<file path="src/rtl/periph_bus_arbiter.sv">
// ============================================================================
// Module   : periph_bus_arbiter
// Purpose  : Two-master to single-peripheral bus arbiter with a 4-state FSM.
//            Define ARB_FIXED_PRIO_EN for fixed m0 priority (default: round-robin).
// Revision : 1.0 - initial release
// ============================================================================
`default_nettype none

module periph_bus_arbiter (
  input  logic        clk,
  input  logic        reset_n,
  input  logic        m0_req,
  input  logic        m0_we,
  input  logic [31:0] m0_addr,
  input  logic [31:0] m0_wdata,
  output logic        m0_gnt,
  output logic        m0_rvalid,
  output logic [31:0] m0_rdata,
  input  logic        m1_req,
  input  logic        m1_we,
  input  logic [31:0] m1_addr,
  input  logic [31:0] m1_wdata,
  output logic        m1_gnt,
  output logic        m1_rvalid,
  output logic [31:0] m1_rdata,
  output logic [31:0] p_read_address,
  input  logic [31:0] p_read_data,
  output logic [31:0] p_write_address,
  output logic [31:0] p_write_data,
  output logic        p_write_enable,
  output logic        busy
);

  typedef enum logic [1:0] {
    ST_IDLE   = 2'd0,
    ST_ACCESS = 2'd1,
    ST_RDATA  = 2'd2,
    ST_RESP   = 2'd3
  } state_t;

  state_t      r_state;
  state_t      w_state_nxt;
  logic        r_owner;
  logic        r_cmd_we;
  logic [31:0] r_cmd_addr;
  logic [31:0] r_cmd_wdata;
  logic [31:0] r_m0_rdata;
  logic [31:0] r_m1_rdata;
  logic        w_any_req;
  logic        w_winner;
  logic        w_accept;

  assign w_any_req = m0_req | m1_req;
  assign w_accept  = (r_state == ST_IDLE) && w_any_req;

`ifdef ARB_FIXED_PRIO_EN
  // m0 wins whenever it is requesting; m1 only when m0 is idle
  assign w_winner = ~m0_req;
`else
  logic r_last_owner;

  always_comb begin
    w_winner = m1_req;
    if (m0_req && m1_req) begin
      w_winner = ~r_last_owner;
    end
  end

  always_ff @(posedge clk or negedge reset_n) begin
    if (!reset_n) begin
      r_last_owner <= 1'b1;
    end else if (w_accept) begin
      r_last_owner <= w_winner;
    end
  end
`endif

  always_ff @(posedge clk or negedge reset_n) begin
    if (!reset_n) begin
      r_state     <= ST_IDLE;
      r_owner     <= 1'b0;
      r_cmd_we    <= 1'b0;
      r_cmd_addr  <= 32'd0;
      r_cmd_wdata <= 32'd0;
      r_m0_rdata  <= 32'd0;
      r_m1_rdata  <= 32'd0;
    end else begin
      r_state <= w_state_nxt;
      if (w_accept) begin
        r_owner     <= w_winner;
        r_cmd_we    <= w_winner ? m1_we    : m0_we;
        r_cmd_addr  <= w_winner ? m1_addr  : m0_addr;
        r_cmd_wdata <= w_winner ? m1_wdata : m0_wdata;
      end
      // Peripheral data is valid one cycle after the address was presented
      if (r_state == ST_RDATA) begin
        if (r_owner) begin
          r_m1_rdata <= p_read_data;
        end else begin
          r_m0_rdata <= p_read_data;
        end
      end
    end
  end

  always_comb begin
    w_state_nxt = r_state;
    unique case (r_state)
      ST_IDLE:   if (w_any_req) w_state_nxt = ST_ACCESS;
      ST_ACCESS: w_state_nxt = r_cmd_we ? ST_IDLE : ST_RDATA;
      ST_RDATA:  w_state_nxt = ST_RESP;
      ST_RESP:   w_state_nxt = ST_IDLE;
      default:   w_state_nxt = ST_IDLE;
    endcase
  end

  // Peripheral buses come straight from the command registers so they hold in IDLE
  assign p_read_address  = r_cmd_addr;
  assign p_write_address = r_cmd_addr;
  assign p_write_data    = r_cmd_wdata;
  assign p_write_enable  = (r_state == ST_ACCESS) && r_cmd_we;
  assign busy            = (r_state != ST_IDLE);

  assign m0_gnt    = (r_state == ST_ACCESS) && !r_owner;
  assign m1_gnt    = (r_state == ST_ACCESS) &&  r_owner;
  assign m0_rvalid = (r_state == ST_RESP)   && !r_owner;
  assign m1_rvalid = (r_state == ST_RESP)   &&  r_owner;
  assign m0_rdata  = r_m0_rdata;
  assign m1_rdata  = r_m1_rdata;

endmodule

`default_nettype wire

</file>
<file path="config.mk">
export PLATFORM = sky130hd
export DESIGN_NAME = periph_bus_arbiter
export DESIGN_NICKNAME = d
export VERILOG_FILES = /design/src/rtl/periph_bus_arbiter.sv
export SDC_FILE = /design/constraint.sdc
export NUM_CORES = 1
export LEC_CHECK = 0
export CORE_AREA = 2 2 129 131
export CTS_BUF_LIST = sky130_fd_sc_hd__clkbuf_8
export CTS_CLUSTER_DIAMETER = 30
export DETAILED_ROUTE_END_ITERATION = 7
export DIE_AREA = 0 0 131 133
export GPL_ROUTABILITY_DRIVEN = 0
export PLACE_DENSITY = 0.78
export SKIP_LAST_GASP = 1
export SLEW_MARGIN = 10
export SYNTH_ARGS = -nofsm -noshare
export SYNTH_HDL_FRONTEND = slang
export SYNTH_SLANG_ARGS = --single-unit
</file>
<file path="constraint.sdc">
create_clock -name clk -period 2.6 [get_ports clk]
set_input_delay 0.39 -clock clk [delete_from_list [all_inputs] [get_ports clk]]
set_output_delay 0.39 -clock clk [all_outputs]
set_load 0.005 [all_outputs]
</file>
==> summary by stage <==
Run status
The flow ran to the end, and the final reports show no timing, DRC or antenna violations.

Critical path
The slowest stage of the critical path belongs to the cell sky130_fd_sc_hd__clkdlybuf4s50_1. The startpoint kind of the worst setup timing path is a flop. The depth of the critical timing path with buffers and inverters included is 3. The critical path goes through nand2b_1 > nor2_1 > clkdlybuf4s50_1. The worst-case reg-to-reg path depth is 4. For the worst setup path, the data arrival time is 1.76 ns.

The startpoint of the worst register-to-register path is r_state[0]. The buffers plus inverters on the worst setup path is 1. The type of element capturing the critical path is an output port. The data required time of the worst path is 2.21 ns. The critical path's top delay family is buffers and inverters. The worst setup path is of the flop to output port kind. Along the worst path, the maximum fanout reaches 5. The delay contributed by the slowest stage of the critical path is 0.56 ns.

Timing
The peak clock frequency supported by timing is 0.4660 GHz. The hold violation total from the final report is 0. The worst path uses 82.53% of the clock period. Headroom to the max-slew limit came out at 58.13%. At the pin with the least slew margin, the transition time is 0.6281 ns. The number of max-slew violations in the final report is 0. The worst path in the final design needs a cycle of 2.146 ns, including I/O delays and setup. Setup total negative slack on the finished layout was measured at 0 ns. Setup repair after global routing left no endpoint under its margin. Between clock sinks in the finished design, the worst skew comes to 0.01016 ns. Setup violations remaining at the end of the flow were counted as 0. Hold timing on the final database bottoms out at a slack of 0.4971 ns.

Floorplanning
The initial cell density of the core is 37.08%. The core region area is 16,170 µm². The number of core rows is 47. From left edge to right edge, the die measures 131 µm. Pin placement for this block handled 332 I/O pins. The die covers 17,420 µm².

The die is 133 µm tall.

Clock network
After clock tree synthesis, the setup repair step added 0 buffers. The deepest clock path buffer count is 2. The later-pin clock latency in the skew report is 0.43 ns. In this run, post-CTS repair resized a total of 0 instances. After clock tree synthesis, the clock-pin slew on the worst setup and hold paths is 0.08 ns. The number of clock buffers added by TritonCTS is 17. The TritonCTS clock tree is yes. The total number of clock tree sinks is 133. The count of H-tree levels built during CTS is 4.

The CTS root buffer is sky130_fd_sc_hd__clkbuf_8.

Power
The share of power burned in combinational logic is 48.8%. The proportion of total power due to net switching is 31.69%. The leakage power is 4.109 nW. The share of power burned in registers is 34.5%. The switching power is 0.003529 W. For this design the ratio of total power to cell area is 1143 nW/µm². The internal portion of the total power is 0.007609 W.

The maximum vdd ir drop is 0.4480 mV. In this run, the clock network consumes 16.7% of the power.

Logic synthesis
After synthesis the netlist holds a flip-flop and latch count of 133. Yosys attributes the largest share of cell area to sky130_fd_sc_hd__dfrtp_1, sky130_fd_sc_hd__nand2_1, sky130_fd_sc_hd__mux2_4, sky130_fd_sc_hd__a31oi_1, sky130_fd_sc_hd__mux2_2. The fraction of synthesized cell area taken by the top area cell type is 55.08%.

The cell count after synthesis is 556. The mean area per synthesized cell is 10.79 µm². Sequential cells were found to cover 55.52% of the synthesized design area. The number of different library cells used by synthesis comes to 21. The cell area after synthesis is 5997 µm².

The Yosys step of the flow raised 0 warnings. The library cell occupying the most area in the post-synthesis netlist is sky130_fd_sc_hd__dfrtp_1. The number of nets handed over by synthesis was 722.

Route
The first detailed-routing pass took 4 iterations. Wires add up to 19,060 µm. The average wire per standard cell is 17.65 µm. The remaining routing DRC violations is 0. For this block, the via count after detailed routing is 5,308. The detailed router's first-iteration violation count is 237. After detailed routing, the number of vias per cell comes to 4.915. The number of routed nets with antenna violations is 0.

Job
The number of max-cap violations is 0.

Placement
Port buffering added 331 buffers. The placed instance area is 9315 µm². Once detailed placement completed, the half-perimeter wirelength came to 13,690 µm.

Cells and area
Fill cells in the final layout number 1,354. 0 antenna diodes ended up in the layout. The post-synthesis to final-layout area growth is 62.55%. Once layout is done, the placed cells without fillers occupy 9748 µm². The most common cell after layout, fill and taps aside is sky130_fd_sc_hd__clkdlybuf4s50_1. The total number of nets in the final design is 1,013. In the layout the commonest cells are sky130_fd_sc_hd__clkdlybuf4s50_1, sky130_fd_sc_hd__dfrtp_1, sky130_fd_sc_hd__nand2_1, sky130_fd_sc_hd__a21oi_1, sky130_fd_sc_hd__a31oi_1. In the final layout, the share of cells above drive strength 1 is 13.84%.

Global route
The via count of the first global-routing pass is 5,404. The global-route wire length before repair is 28,920 µm. The global route total overflow is 0. The overall global routing resource usage is 21.57%. Entering global routing, the biggest net connects 67 pins. The number of antenna violations at the first check in global routing is 0.

Min path
The worst hold path belongs to the class input port to async pin.
## metal layers
metal  up-vias  GRT usage, %  wire length, µm  part of all wire (%)
li1       2475             -                -                     -
met1      2571         24.77             7411                    39
met2       237         36.56             9443                    50
met3        25         8.532             1814                   9.5
met4         0         6.915              391                   2.1
met5         -             0                0                     0
## sequential cells by signal, indices dropped and copies added, names as in the netlist, named ones only
register        cells
m0_rdata           32
m1_rdata           32
p_read_address     32
p_write_data       32
r_cmd_we            1
r_last_owner        1
r_owner             1
r_state             1
## cell type report
type,instances,area (µm²),share of cell area [%]
timing repair buffer,347,3525,36.16
sequential,133,3329,34.15
multi-input combinational,345,2185,22.41
tap,220,275.3,2.824
clock buffer,18,247.7,2.541
clock inverter,14,175.2,1.797
inverter,3,11.26,0.1155
## what timing repair did
action | in CTS | in global routing
setup endpoints to repair | 0 | 0
endpoints found under the hold margin | 58 | 0
hold buffers | 1 | 0
## path summary, 6_finish.rpt
path	endpoint	slack, ns
worst min-delay path	m0_rdata[24]	0.50
min in group clk	flop	0.51
worst max-delay path	m0_gnt	0.45
worst max register to register	m1_rdata[28]	0.81
max in group asynchronous	r_last_owner	1.34
worst min register to register	flop	0.51
## synth_stat cells (all sizes together)
master and n:
dfstp 1, a21boi 1, nand2 131, nor2 9, and2 1, nand2b 2
a31oi 66, dfrtp 132, buf 60, inv 3, o22ai 1, a21bo 1
o21ai 1, a21oi 66, or2 2, mux2 64, clkbuf 15
## power groups by stage
stage	sequential, W	combinational, W	clock [W]
2_1_floorplan	0.00383	0.00233	0
3_3_place_gp	0.00383	0.00536	0
3_5_place_dp	0.00388	0.00547	0
4_1_cts	0.00385	0.00549	0.00192
5_1_grt	0.00398	0.00585	0.00200
6_report	0.00385	0.00543	0.00186
## cell families (layout without fill, tap and decap cells)
family                 Yosys count  in the layout  synth area share, %
and+or+nand+nor                145            145                9.284
AOI/OAI and AO/OA              136            136                12.87
DFF                            133            133                55.52
buffers and inverters           78            382                8.429
muxes                           64             64                13.90
## stage by stage
stage | instances | worst slack, ns | utilization [%] | power [W]
after CTS | 1080 | 0.4075 | 60.28 | 0.01126
after floorplan | 556 | 1.152 | - | 0.006161
after detailed placement | 1047 | 0.4758 | 57.60 | 0.009349
final | 1080 | 0.4542 | 60.28 | 0.01114
after global routing | 1080 | 0.3184 | 60.28 | 0.01183
after global placement | 1047 | 0.5407 | 57.60 | 0.009191
Power figures use the tool's default switching activity.
==> RTL edit 1, RTL diff (config.mk and constraints unchanged) <==
Add a define of `ARB_FIXED_PRIO_EN`.
--- a/src/rtl/periph_bus_arbiter.sv
+++ b/src/rtl/periph_bus_arbiter.sv
@@ -6,4 +6,6 @@
 // ============================================================================
 `default_nettype none
+
+`define ARB_FIXED_PRIO_EN
 
 module periph_bus_arbiter (
Behaviour: not the same (a bounded check fails within 4 cycles, from zero or initial values and one cycle with reset_n low).
==> RTL edit 1 against the unedited design <==
Cell area rose by 0.19%. Sequential cell count fell by 1. Clock power fell by 9%. Setup slack got worse by 0.069 ns. Die area did not move. Power fell by 3.5%. Wire length fell by 11%. Synthesized cell count fell by 28%. Critical path depth did not move. Synthesized area rose by 2.6%. Highest routed layer unchanged. Utilization rose by 0.12 points.
==> RTL edit 1: results (changes against the unedited design) <==
Final layout
  – Share of cells above drive strength 1: 0.3278 (was 0.1384)
  – Fillers: 1247 (was 1354)
  – Non-clock buffers, area share: 0.3487 (was 0.3616)
  – Area delta synth->final: 58.66% (was 62.55%)
  – Clock-cell share: 0.03984 (was 0.04338)
  – Antenna cells: 1 (was 0)
  – Non-filler cells in the finished layout: 938 (was 1080)
  – Sequential cell area share: 0.3382 (was 0.3415)
  – Fin nets: 870 (was 1013)

Detailed routing
  – DRT met1 WL: 6426 µm (was 7411 µm)
  – Routed WL per cell: 18.17 µm (was 17.65 µm)
  – Met3 WL post-DR: 974 µm (was 1814 µm)
  – Via Count: 4368 (was 5308)

Synth
  – FF+latch count, synth: 132 (was 133)
  – Mean Syn Cell Area: 15.39 µm² (was 10.79 µm²)
  – Syn nets: 566 (was 722)
  – Multiplexer area fraction after synthesis: 0.3728 (was 0.1390)
  – Top post-synthesis cells by count: mux2_2, dfrtp_1, buf_4 (was dfrtp_1, nand2_1, a21oi_1, a31oi_1, buf_4)

Placed design
  – Post-placement cell count: 904 (was 1047)

Run status
  – Status: finished clean (unchanged)

GRT
  – Met2 global-route usage: 0.3440 (was 0.3656)
  – First-pass GRT wire length: 25790 µm (was 28920 µm)

Worst setup path
  – WP data arrival: 1.82 ns (was 1.76 ns)
  – Worst path max stage delay: 0.53 ns (was 0.56 ns)

STA
  – Final worst-path setup slack: 0.3851 ns (was 0.4542 ns)
-- RTL edit 1: cell count changes in the layout (fill, tap and decap cells not counted), sizes merged, moves of 2 or more --
cell    delta
mux2i      +2
clkinv     +2
mux2     +128
a31oi     -66
nand2    -130
a21oi     -64
buf        -7
-- RTL edit 1: worst min path at each step --
stage	startpoint	end	slack, ns	depth (start not counted)
2_1_floorplan	reset_n	async pin	0.09	0
3_3_place_gp	reset_n	m0_rdata[28]$_DFFE_PN0P_	0.38	1
3_5_place_dp	reset_n	m0_rdata[28]$_DFFE_PN0P_	0.39	1
4_1_cts	reset_n	m0_rdata[28]$_DFFE_PN0P_	0.43	2
5_1_grt	reset_n	m0_rdata[28]$_DFFE_PN0P_	0.49	2
6_report	reset_n	m0_rdata[28]$_DFFE_PN0P_	0.47	2
-- RTL edit 1: power by group --
part / switching, mW / internal (mW)
Clock: 0.841 / 0.858
Combinational: 1.55 / 3.71
Sequential: 0.674 / 3.12
==> RTL edit 2, RTL diff (same settings) <==
Without the edit above. Encoding of `state_t`: now one-hot (4 bits for 4 states).
--- a/src/rtl/periph_bus_arbiter.sv
+++ b/src/rtl/periph_bus_arbiter.sv
@@ -32,9 +32,9 @@
 );
 
-  typedef enum logic [1:0] {
-    ST_IDLE   = 2'd0,
-    ST_ACCESS = 2'd1,
-    ST_RDATA  = 2'd2,
-    ST_RESP   = 2'd3
+  typedef enum logic [3:0] {
+    ST_IDLE   = 4'b0001,
+    ST_ACCESS = 4'b0010,
+    ST_RDATA  = 4'b0100,
+    ST_RESP   = 4'b1000
   } state_t;
 
Function: same outputs for any inputs over 4 cycles, from zero or initial values and one cycle with reset_n low; so few cycles prove little.
==> RTL edit 2 against the unedited design <==
Clock skew increased by 0.0057 ns. Via count decreased by 6.2%. Wire length decreased by 1.6%. Die area unchanged. Synthesized area decreased by 2.4%. Sequential cell count increased by 2. Power decreased by 11%. Clock power decreased by 16%. Critical path depth unchanged. Setup slack got worse by 0.30 ns. Utilization decreased by 1.4 points. Combinational power decreased by 12%. Cell area decreased by 2.3%. Highest routed layer unchanged.
==> RTL edit 2: results (changes against the unedited design) <==
Run status
  – Status: finished clean (unchanged)

Power
  – Peak supply drop: 0.5564 mV (was 0.4480 mV)
  – P_leak: 3.809 nW (was 4.109 nW)

CTS
  – Clock Path Buffers: 2 (unchanged)
  – Clk Tree Root Cell: clkbuf_8 (unchanged)
  – Max H-tree Level: 4 (unchanged)
  – Post-CTS setup repair buffer count: 0 (unchanged)
  – Clock Latency Late Sink: about 0.44 ns
  – CTS buffer count: 17 (unchanged)
  – Clk slew on worst S/H paths: ~0.070 ns

Synth
  – Syn nets: 595 (was 722)
  – Netlist cell types: 29 (was 21)
  – Top post-synthesis cells by count: dfrtp_1, a2bb2oi_1, o32ai_1 (was dfrtp_1, nand2_1, a21oi_1, a31oi_1, buf_4)
  – Seq/Total Area, Yosys: 0.5776 (was 0.5552)
  – Main synth FF type: dfrtp_1 (unchanged)
  – Syn. warnings: 0 (unchanged)
  – Synth async-reset ratio: 1.000 (unchanged)
  – Top cells by area, synth: dfrtp_1, mux2_2, a2bb2oi_1 (was dfrtp_1, nand2_1, mux2_4)

Final layout
  – Antenna cells: 0 (unchanged)
  – Share of cells above drive strength 1: 0.1589 (was 0.1384)
  – Fin nets: 883 (was 1013)

Worst setup path
  – CP max FO: 5 (unchanged)
  – Worst setup EP type: output port (unchanged)
  – WP data arrival: 2.06 ns (was 1.76 ns)
  – Crit path max-delay cell type: clkdlybuf4s50_1 (unchanged)
  – Flop-to-flop setup slack: 0.55 ns (was 0.81 ns)
  – Worst path max stage delay: 0.61 ns (was 0.56 ns)

Detailed routing
  – Detailed Route Iter0 Violations: 265 (was 237)
  – DRT Wirelength: 18750 µm (was 19060 µm)
  – Detailed Routing Iterations Pass 1: 5 (was 4)
  – Number of vias per cell: 5.240 (was 4.915)

GRT
  – Largest net degree at the start of global routing: 67 (unchanged)
  – Initial antenna violation count: 0 (unchanged)
  – First-pass GRT wire length: 28610 µm (was 28920 µm)
  – GRT Overall Usage: 0.2137 (was 0.2157)
  – Vias in the first global route: 5191 (was 5404)

Placed design
  – Dpl hpwl: 13670 µm (was 13690 µm)
  – Dpl cell area: 9153 µm² (was 9315 µm²)
  – PortBufs: 331 (unchanged)

STA
  – Worst slew pin tran: 0.7546 ns (was 0.6281 ns)
  – Setup Skew: 0.01582 ns (was 0.01016 ns)
  – Final hold slack: 0.4808 ns (was 0.4971 ns)

Worst hold path
  – Min-Delay Path Class: input pin to async pin (unchanged)
## RTL edit 2: cell count changes in the layout (fill, tap and decap cells not counted), sizes merged, moves of 4 or more
cell | before | now
buf | 16 | 12
nor2 | 9 | 4
a31oi | 66 | 1
o32ai | 0 | 65
a2bb2oi | 0 | 65
nand2 | 131 | 3
a21oi | 66 | 1
nor4b | 0 | 4
## RTL edit 2: final cells by class
type / instances / area [µm²]
fillers: 1263 / 6650
clock buffers: 19 / 261.5
clock inverters: 13 / 91.34
well taps: 220 / 275.3
inverters: 2 / 7.507
flip-flops and latches: 135 / 3382
repair buffers: 343 / 3443
multi-input cells: 218 / 2061
## RTL edit 2: critical path, delay by kind of cell, from the launching register on
| family | cells | cell delay [ns] |
|---|---|---|
| buffers and inverters | 1 | 0.61 |
| and+or+nand+nor | 2 | 0.57 |
| DFF | 1 | 0.45 |
## RTL edit 2: what timing repair did
item,in CTS,in global routing
endpoints found under the setup margin,1,2
pin swaps,0,0
hold buffers,1,0
endpoints found under the hold margin,58,0
gates resized for setup,2,1
## RTL edit 2: stage by stage
step / worst slack [ns] / std cells / utilization
6_report: 0.1493 / 950 / 0.5888
5_1_grt: 0.02035 / 950 / 0.5888
4_1_cts: 0.03633 / 950 / 0.5884
3_5_place_dp: 0.3611 / 917 / 0.5660
3_3_place_gp: 0.4395 / 917 / 0.5660
2_1_floorplan: 0.9016 / 429 / -
## RTL edit 2: metal layers
layer,track usage,vias to the layer above,routed length (µm)
met5,0,-,0
met4,0.08688,0,461
met3,0.05216,33,1250
met1,0.2525,2500,7194
li1,-,2224,-
met2,0.3687,221,9846
## RTL edit 2: power by group
group / internal [mW] / switching [mW]
logic: 3.07 / 1.70
clock network: 0.784 / 0.784
registers: 2.99 / 0.608
total: 6.85 / 3.09
## RTL edit 2: final timing paths
path | from | end | cells after the start
max in group asynchronous | reset_n | p_read_address[2]$_DFFE_PN0P_ | 3
worst max-delay path | r_state[2]$_DFFE_PN0P_ | m1_rvalid | 3
worst max register to register | r_state[1]$_DFFE_PN0P_ | m0_rdata[0]$_DFFE_PN0P_ | 4
min in group clk | r_cmd_we$_DFFE_PN0P_ | r_state[2]$_DFFE_PN0P_ | 1
worst min-delay path | reset_n | m1_rdata[4]$_DFFE_PN0P_ | 2
worst min register to register | r_cmd_we$_DFFE_PN0P_ | r_state[2]$_DFFE_PN0P_ | 1
## RTL edit 2: logic make-up (layout without fill, tap and decap cells)
family	Yosys count	count (layout)	synth area share
AO/OA/AOI/OAI	135	135	0.2009
flip-flops	135	135	0.5776
buffers and inverters	76	377	0.07524
multiplexers	64	64	0.1231
AND/OR/NAND/NOR	19	19	0.02309
